## src/rtl/mem_arbiter_pkg.sv

```systemverilog
// mem_arbiter_pkg: shared definitions for the two-requester memory arbiter.
//   ARB_WORD : default data/address width
//   state_e  : arbiter FSM states (IDLE, ACCESS, RESP)
//   owner_e  : which requester owns the access in flight (OWN_IF, OWN_D)
// Optional fairness feature is enabled by defining MEM_ARB_FAIR_EN.
package mem_arbiter_pkg;

    localparam int unsigned ARB_WORD = 64;

    typedef enum logic [1:0] {
        IDLE   = 2'd0,
        ACCESS = 2'd1,
        RESP   = 2'd2
    } state_e;

    typedef enum logic {
        OWN_IF = 1'b0,
        OWN_D  = 1'b1
    } owner_e;

endpackage

```

## src/rtl/arb_starve_counter.sv

```systemverilog
// arb_starve_counter: counts consecutive data grants made while fetch waits and
// flags when fetch must be served next. Only built when MEM_ARB_FAIR_EN is defined.
// Ports:
//   clk, reset  : clock, synchronous active-high reset
//   if_req_i    : fetch request level
//   grant_i     : an access is granted this cycle
//   grant_d_i   : the grant (if any) goes to the data requester
//   starve_o    : registered; fetch has waited STARVE_LIMIT data grants
`ifdef MEM_ARB_FAIR_EN
module arb_starve_counter #(
    parameter int unsigned STARVE_LIMIT = 3
) (
    input  logic clk,
    input  logic reset,
    input  logic if_req_i,
    input  logic grant_i,
    input  logic grant_d_i,
    output logic starve_o
);

    localparam int unsigned CNT_W = $clog2(STARVE_LIMIT + 1);

    logic [CNT_W-1:0] cnt_q;
    logic [CNT_W-1:0] cnt_d;

    // Count saturates at the limit; any fetch grant or idle fetch side clears it.
    always_comb begin
        cnt_d = cnt_q;
        if (!if_req_i) begin
            cnt_d = '0;
        end else if (grant_i && !grant_d_i) begin
            cnt_d = '0;
        end else if (grant_i && grant_d_i && (cnt_q != CNT_W'(STARVE_LIMIT))) begin
            cnt_d = cnt_q + CNT_W'(1);
        end
    end

    always_ff @(posedge clk) begin
        if (reset) begin
            cnt_q    <= '0;
            starve_o <= 1'b0;
        end else begin
            cnt_q    <= cnt_d;
            starve_o <= (cnt_d == CNT_W'(STARVE_LIMIT));
        end
    end

endmodule
`endif

```

## src/rtl/mem_arbiter.sv

```systemverilog
// mem_arbiter: shares one single-port memory between a fetch requester and a
// data requester. One access at most every three cycles (IDLE -> ACCESS -> RESP).
// Data has fixed priority; with MEM_ARB_FAIR_EN defined, fetch is forced through
// after STARVE_LIMIT consecutive data grants while it waits.
// Ports:
//   clk, reset                          : clock, synchronous active-high reset
//   if_req/if_addr -> if_ack/if_rdata   : fetch request, ack pulse, read data
//   d_req/d_we/d_addr/d_wdata -> d_ack/d_rdata : data load/store, ack pulse, load data
//   mem_address/mem_write_data/mem_read/mem_write : memory command (ACCESS cycle)
//   mem_read_data                       : memory data, valid the cycle after mem_read
module mem_arbiter #(
    parameter int unsigned WORD         = mem_arbiter_pkg::ARB_WORD,
    parameter int unsigned STARVE_LIMIT = 3
) (
    input  logic            clk,
    input  logic            reset,
    input  logic            if_req,
    input  logic [WORD-1:0] if_addr,
    output logic            if_ack,
    output logic [WORD-1:0] if_rdata,
    input  logic            d_req,
    input  logic            d_we,
    input  logic [WORD-1:0] d_addr,
    input  logic [WORD-1:0] d_wdata,
    output logic            d_ack,
    output logic [WORD-1:0] d_rdata,
    output logic [WORD-1:0] mem_address,
    output logic [WORD-1:0] mem_write_data,
    output logic            mem_read,
    output logic            mem_write,
    input  logic [WORD-1:0] mem_read_data
);

    import mem_arbiter_pkg::*;

    if (STARVE_LIMIT == 0) begin : g_bad_limit
        $error("mem_arbiter: STARVE_LIMIT must be at least 1");
    end

    state_e          state_q;
    owner_e          owner_q;
    logic            we_q;
    logic [WORD-1:0] addr_q;
    logic [WORD-1:0] wdata_q;
    logic [WORD-1:0] if_rdata_q;
    logic [WORD-1:0] d_rdata_q;
    logic            mem_read_q;
    logic            mem_write_q;
    logic            if_ack_q;
    logic            d_ack_q;

    logic            grant_c;
    logic            pick_d_c;
    logic            starve_c;

`ifdef MEM_ARB_FAIR_EN
    arb_starve_counter #(
        .STARVE_LIMIT(STARVE_LIMIT)
    ) u_starve (
        .clk      (clk),
        .reset    (reset),
        .if_req_i (if_req),
        .grant_i  (grant_c),
        .grant_d_i(pick_d_c),
        .starve_o (starve_c)
    );
`else
    assign starve_c = 1'b0;
`endif

    // Data wins unless fetch has been starved and is still asking.
    assign grant_c  = (state_q == IDLE) && (if_req || d_req);
    assign pick_d_c = d_req && !(starve_c && if_req);

    // Arbiter FSM with registered command, ack and read-data outputs.
    always_ff @(posedge clk) begin
        if (reset) begin
            state_q     <= IDLE;
            owner_q     <= OWN_IF;
            we_q        <= 1'b0;
            addr_q      <= '0;
            wdata_q     <= '0;
            if_rdata_q  <= '0;
            d_rdata_q   <= '0;
            mem_read_q  <= 1'b0;
            mem_write_q <= 1'b0;
            if_ack_q    <= 1'b0;
            d_ack_q     <= 1'b0;
        end else begin
            case (state_q)
                IDLE: begin
                    if (grant_c) begin
                        owner_q     <= pick_d_c ? OWN_D : OWN_IF;
                        we_q        <= pick_d_c && d_we;
                        addr_q      <= pick_d_c ? d_addr : if_addr;
                        wdata_q     <= pick_d_c ? d_wdata : '0;
                        mem_read_q  <= !(pick_d_c && d_we);
                        mem_write_q <= pick_d_c && d_we;
                        state_q     <= ACCESS;
                    end
                end
                ACCESS: begin
                    mem_read_q  <= 1'b0;
                    mem_write_q <= 1'b0;
                    if_ack_q    <= (owner_q == OWN_IF);
                    d_ack_q     <= (owner_q == OWN_D);
                    state_q     <= RESP;
                end
                RESP: begin
                    if_ack_q <= 1'b0;
                    d_ack_q  <= 1'b0;
                    if (!we_q) begin
                        if (owner_q == OWN_D) begin
                            d_rdata_q <= mem_read_data;
                        end else begin
                            if_rdata_q <= mem_read_data;
                        end
                    end
                    state_q <= IDLE;
                end
                default: begin
                    state_q <= IDLE;
                end
            endcase
        end
    end

    // Memory data arrives during RESP, so the ack cycle shows it directly;
    // afterwards the held copy is presented until the owner's next load.
    assign if_rdata       = (if_ack_q && !we_q) ? mem_read_data : if_rdata_q;
    assign d_rdata        = (d_ack_q && !we_q) ? mem_read_data : d_rdata_q;
    assign if_ack         = if_ack_q;
    assign d_ack          = d_ack_q;
    assign mem_address    = addr_q;
    assign mem_write_data = wdata_q;
    assign mem_read       = mem_read_q;
    assign mem_write      = mem_write_q;

endmodule

```

## config.mk

```make
export PLATFORM = sky130hd
export DESIGN_NAME = mem_arbiter
export DESIGN_NICKNAME = d
export VERILOG_FILES = /design/src/rtl/mem_arbiter_pkg.sv /design/src/rtl/arb_starve_counter.sv /design/src/rtl/mem_arbiter.sv
export SDC_FILE = /design/constraint.sdc
export NUM_CORES = 1
export LEC_CHECK = 0
export ABC_AREA = 1
export CAP_MARGIN = 20
export CORE_AREA = 2 2 205 207
export CTS_CLUSTER_DIAMETER = 40
export DETAILED_ROUTE_END_ITERATION = 10
export DIE_AREA = 0 0 207 209
export PLACE_DENSITY = 0.65
export SLEW_MARGIN = 15
export SYNTH_ARGS = -nofsm -noshare
export SYNTH_HDL_FRONTEND = slang
export SYNTH_HIERARCHICAL = 1
export SYNTH_SLANG_ARGS = --single-unit
```

## constraint.sdc

```tcl
create_clock -name clk -period 3.4 [get_ports clk]
set_input_delay 0.51 -clock clk [delete_from_list [all_inputs] [get_ports clk]]
set_output_delay 0.51 -clock clk [all_outputs]
set_load 0.02 [all_outputs]
```

==> results of run 1 <==
[per-layer routing]
layer	wire length, microns	share of wire	track usage
met1	17310	0.39	0.2251
met5	61	0.0014	0
met3	3846	0.086	0.06207
met2	22220	0.50	0.3500
met4	1352	0.030	0.07463
[worst reg2reg max path: stages, from the launching register on]
cell	delay, ns
dfxtp_1	0.32
inv_1	0.11
ha_1	0.25
nand3_2	0.15
inv_2	0.34
buf_4	0.56
nor2_1	0.14
nor2_1	0.13
[per-stage QoR]
stage | utilization | cell area, sq um | setup slack (ns) | total power, uW
after detailed placement | 0.4112 | 16980 | 0.6874 | 6471
after CTS | 0.4510 | 18620 | 0.08882 | 11330
after global placement | 0.4112 | 16980 | 0.6881 | 6442
after global routing | 0.4510 | 18620 | 0.02701 | 11710
after floorplan | - | 11380 | 1.522 | 4981
final | 0.4511 | 18620 | 0.1503 | 11180
[layout make-up]
type	count	area (sq um)
fill	4163	22670
timing repair buffer	543	5433
multi-input combinational	1255	5294
sequential	264	5285
clock buffer	59	1301
tap	539	674.4
clock inverter	29	344.1
inverter	77	290.3
antenna	1	2.502
[final timing paths]
path         depth (start not counted)  slack, ns               start            endpoint
max reg2reg                          7       1.33          state_q[0]      if_rdata_q[16]
min                                  3       0.38               d_req             owner_q
min reg2reg                          2       0.46  mem_write_data[41]  mem_write_data[41]
max                                  5       0.15                we_q         d_rdata[29]
[power by group through the flow]
stage                     sequential, uW  clock, uW  combinational, uW
after floorplan                     3700          0               1280
after global routing                3510       5070               3130
after CTS                           3480       4910               2940
after global placement              3530          0               2910
after detailed placement            3540          0               2930
final                               3480       4790               2910
[cells in the mapped netlist (4+ instances only)]
cell type	number	area [sq um]
a21oi_1	135	675.7
buf_2	33	165.2
buf_4	7	52.55
clkbuf_1	83	311.6
dfxtp_1	264	5285
ha_1	4	50.05
inv_1	72	270.3
inv_2	5	18.77
nand2_1	588	2207
nand3_1	4	20.02
nor2_1	262	983.4
o21ai_0	260	1301
[kinds of logic (layout without fill, tap and decap cells)]
| kind of cell | count (synthesis) | count (layout) | synth area share |
|---|---|---|---|
| and+or+nand+nor | 855 | 855 | 0.2829 |
| DFF | 264 | 264 | 0.4646 |
| adders and majority gates | 4 | 4 | 0.004400 |
| other | 0 | 1 | 0 |
| AOI/OAI and AO/OA | 396 | 396 | 0.1752 |
| buffers and inverters | 201 | 708 | 0.07292 |
[sequential cells by signal, indices dropped and copies added, names as in the netlist]
signal and cells:
mem_address 64, d_ack 1, mem_read 1, state_q 2
if_rdata_q 64, we_q 1, d_rdata_q 64, mem_write 1
owner_q 1, mem_write_data 64, if_ack 1
==> results.json, run 1 <==
{
  "outcome": "complete, no violations",
  "cts_buffers": 47,
  "first_pass_iters": 6,
  "cts_setup_buffers": 0,
  "post-dp-hpwl_microns": 32700,
  "powerDensity_nw_per_um2": 600.3,
  "grt_max_degree": 83,
  "p_leak_uw": 0.007297,
  "switching_share": 0.3127,
  "ys_ff_latch": 264,
  "intPower_uw": 7684,
  "vias": 12690,
  "skew_ns": 0.01133,
  "netlist_area_sq_um": 11380,
  "die_y_microns": 209,
  "crit_path_end_kind": "output port",
  "start_kind": "register",
  "fin_crit_sh": 0.9558,
  "fin_nets": 2453,
  "pin_count": 521,
  "peakVddDrop_mv": 0.4260,
  "cp.required_ns": 2.89,
  "tightestPinTransition_ns": 0.7520,
  "cts_tree": "built",
  "yosys_warnings": 6,
  "grt_pass1_wl_microns": 68710,
  "synth_area_per_cell_sq_um": 6.614,
  "comb_power_share": 0.260,
  "wirelength_microns": 44790,
  "fin_tns_setup_ns": 0,
  "power_frac_seq": 0.312,
  "syn_nets": 1985,
  "die-area_sq_um": 43260,
  "ys_seq_area_frac": 0.4646,
  "worstPathArrival_ns": 2.74,
  "drc": 0,
  "ys.flop_type": "dfxtp_1",
  "crit_chain": "inv_1 -> nand2_4 -> buf_4 -> o21ai_0 -> clkdlybuf4s50_1",
  "hold_viol_final": 0,
  "async_flop_share": 0,
  "synth_edf_count": 0,
  "drive_gt1_frac": 0.05433,
  "cp_max_fo": 49,
  "power.switching_uw": 3496,
  "cpMaxStageDelayCell": "clkdlybuf4s50_1",
  "clk_pin_slew_ns": 0.05,
  "clockBufferDepth": 3,
  "worstHoldPathType": "in -> reg",
  "grt_pass1_vias": 12220,
  "fin_crit_ns": 3.250,
  "dr.first_iter.drc_count": 878,
  "cts_resized": 0,
  "gr-total-overflow": 0,
  "dp.cells": 2678,
  "coreArea_sq_um": 41290,
  "drv_slew": 0,
  "cap_violations": 0,
  "slew_headroom": 0.4987,
  "slowest_delay_ns": 0.66,
  "fin_cells": 2767,
  "start_util": 0.2755,
  "synth_cells": 1720,
  "crit_buf_inv": 3,
  "via_per_inst": 4.586,
  "fmax_ghz": 0.3077,
  "setup_viol": 0,
  "fin_hold_ws_ns": 0.3834,
  "ys_types": 15,
  "antenna_left": 0,
  "crit_type": "reg -> out",
  "grt_usage": 0.1989,
  "wl_per_cell_microns": 16.19,
  "dieWidth_microns": 207,
  "gp_congestion": 0.8786,
  "path_delay_family": "buffers and inverters",
  "layout_common_cells": "586 x nand2_1, 518 x clkdlybuf4s50_1, 264 x dfxtp_1, 261 x nor2_1, 260 x o21ai_0",
  "clock_sinks": 264,
  "port_buffers": 520,
  "area_growth_pct": 63.72,
  "clock_latency_ns": 0.56,
  "clockRootBuffer": "clkbuf_16",
  "rsz0062_at_grt": "false",
  "num_rows": 75,
  "layout.cells.most_common": "nand2_1",
  "ctsHoldBuffers": 0,
  "htree_levels": 2,
  "p_clk_frac": 0.428,
  "antenna_found_initial": 4
}
(Power assumes the default switching activity.)
==> run 2: changes to the inputs <==
TNS_END_PERCENT = 5   (was not set)
==> results of run 2 <==
Final layout, timing and power as in run 1 (identical DEF).
==> run 3: changes to the inputs <==
PLACE_DENSITY = not set   (was 0.65)
PLACE_DENSITY_LB_ADDON = 0.3   (was not set)
REMOVE_ABC_BUFFERS = 1   (was not set)
==> run 3 against run 2 <==
Final cell count about the same. Critical path type unchanged. Sequential cell count unchanged. Clock power is 4% higher. Highest routed layer unchanged.
==> results.json, run 3 (same netlist as run 1, synthesis figures left out) <==
{
  "antenna_left": 0,
  "crit_cells": 5,
  "vias": 12440,
  "cp_max_fo": 35,
  "fin_crit_sh": 0.9465,
  "wl_per_cell_microns": 15.76,
  "worstPathArrival_ns": 2.71,
  "die_y_microns": 209,
  "htree_levels": 2,
  "outcome": "complete, no violations",
  "crit_buf_inv": 3,
  "drv_slew": 0,
  "peakVddDrop_mv": 0.3367,
  "cpMaxStageDelayCell": "clkdlybuf4s50_1",
  "gp_congestion": 0.8129,
  "clockRootBuffer": "clkbuf_16",
  "grt_pass1_vias": 11840,
  "layout.cells.most_common": "nand2_1",
  "fmax_ghz": 0.3107,
  "cp.required_ns": 2.89,
  "via_per_inst": 4.493,
  "antenna_found_initial": 4,
  "port_buffers": 520,
  "num_rows": 75,
  "p_leak_uw": 0.007334,
  "slew_headroom": 0.4454,
  "dieWidth_microns": 207,
  "setup_viol": 0,
  "dp.cells": 2681,
  "drive_gt1_frac": 0.05431,
  "holdPathStages": 3,
  "first_pass_iters": 4,
  "area_growth_pct": 64.14,
  "clock_sinks": 264,
  "multi_input_area_sq_um": 5294,
  "fillers": 4150,
  "clock_latency_ns": 0.57,
  "wirelength_microns": 43630,
  "hold_viol_final": 0,
  "post-dp-hpwl_microns": 31170,
  "powerDensity_nw_per_um2": 607.8,
  "dr.first_iter.drc_count": 679,
  "cts_tree": "built",
  "worstHoldPathType": "in -> reg",
  "power.total_uw": 11350,
  "fin_nets": 2455,
  "coreArea_sq_um": 41290,
  "register_area_sq_um": 5285,
  "cts_buffers": 46,
  "layout_common_cells": "586 x nand2_1, 518 x clkdlybuf4s50_1, 264 x dfxtp_1, 261 x nor2_1, 260 x o21ai_0",
  "die-area_sq_um": 43260,
  "fin_crit_ns": 3.218,
  "clockBufferDepth": 3,
  "path_delay_family": "buffers and inverters",
  "drc": 0,
  "cap_violations": 0,
  "skew_ns": 0.02691,
  "fin_cells": 2768,
  "grt_pass1_wl_microns": 66250,
  "crit_chain": "inv_1 -> nand2_4 -> buf_4 -> o21ai_0 -> clkdlybuf4s50_1",
  "worst-r2r-cell-count": 7,
  "slowest_delay_ns": 0.67,
  "cts_setup_buffers": 0,
  "crit_type": "reg -> out",
  "ctsHoldBuffers": 0,
  "cts_resized": 0,
  "crit_path_end_kind": "output port",
  "start_util": 0.2755,
  "clk_pin_slew_ns": 0.05,
  "grt_usage": 0.1933,
  "start_kind": "register",
  "tightestPinTransition_ns": 0.8320,
  "grt_max_degree": 133,
  "gr-total-overflow": 0,
  "rsz0062_at_grt": "false",
  "pin_count": 521
}
## run 3: cell count changes in the layout (fill, tap and decap cells not counted), sizes merged
cell      change
buf           +3
clkbuf        -2
clkinvlp      -4
clkinv        +3
bufinv        +4
inv           -3
## run 3: metal layers
layer	GRT usage	up-vias	part of all wire	routed length [microns]
met3	0.07289	86	0.086	3768
li1	-	6369	-	-
met1	0.2159	5551	0.40	17260
met5	0	-	0.00092	40
met2	0.3244	424	0.47	20630
met4	0.09310	6	0.044	1928
## run 3: power breakdown
group          total, uW  internal [uW]  leakage [uW]  switching, uW
combinational       2880           1250       0.00435           1630
sequential          3480           3350       0.00215            127
clock               4990           3270      0.000828           1720
## run 3: path summary, 6_finish.rpt
check / startpoint / endpoint / slack (ns)
setup reg to reg: state_q[0] / mem_write_data[58] / 1.31
hold / removal: d_req / owner_q / 0.36
hold reg to reg: mem_write_data[3] / mem_write_data[3] / 0.46
setup / recovery: we_q / d_rdata[43] / 0.18
## run 3: metrics by stage
| stage | area, sq um | TNS, ns | hold WS [ns] | util | worst slack (ns) |
|---|---|---|---|---|---|
| after floorplan | 10840 | -5.492 | 0.4349 | - | -0.04295 |
| after global placement | 16970 | 0 | 0.4483 | 0.4111 | 0.7620 |
| after detailed placement | 16970 | 0 | 0.4539 | 0.4111 | 0.7559 |
| after CTS | 18670 | 0 | 0.3192 | 0.4522 | 0.1141 |
| after global routing | 18670 | 0 | 0.3360 | 0.4522 | 0.01883 |
| final | 18670 | 0 | 0.3586 | 0.4522 | 0.1819 |
## run 3: area by class of cell
| type | count | area share |
|---|---|---|
| repair buffers | 546 | 0.2908 |
| diodes | 1 | 0.0001340 |
| well taps | 539 | 0.03612 |
| clock buffers | 57 | 0.06707 |
| flip-flops and latches | 264 | 0.2830 |
| inverters | 77 | 0.01548 |
| multi-input cells | 1255 | 0.2835 |
| clock inverters | 29 | 0.02385 |
## run 3: worst min-delay path, cell delays in order
cell and delay [ns]:
buf_2 0.18, nand2_1 0.12, a21oi_1 0.07
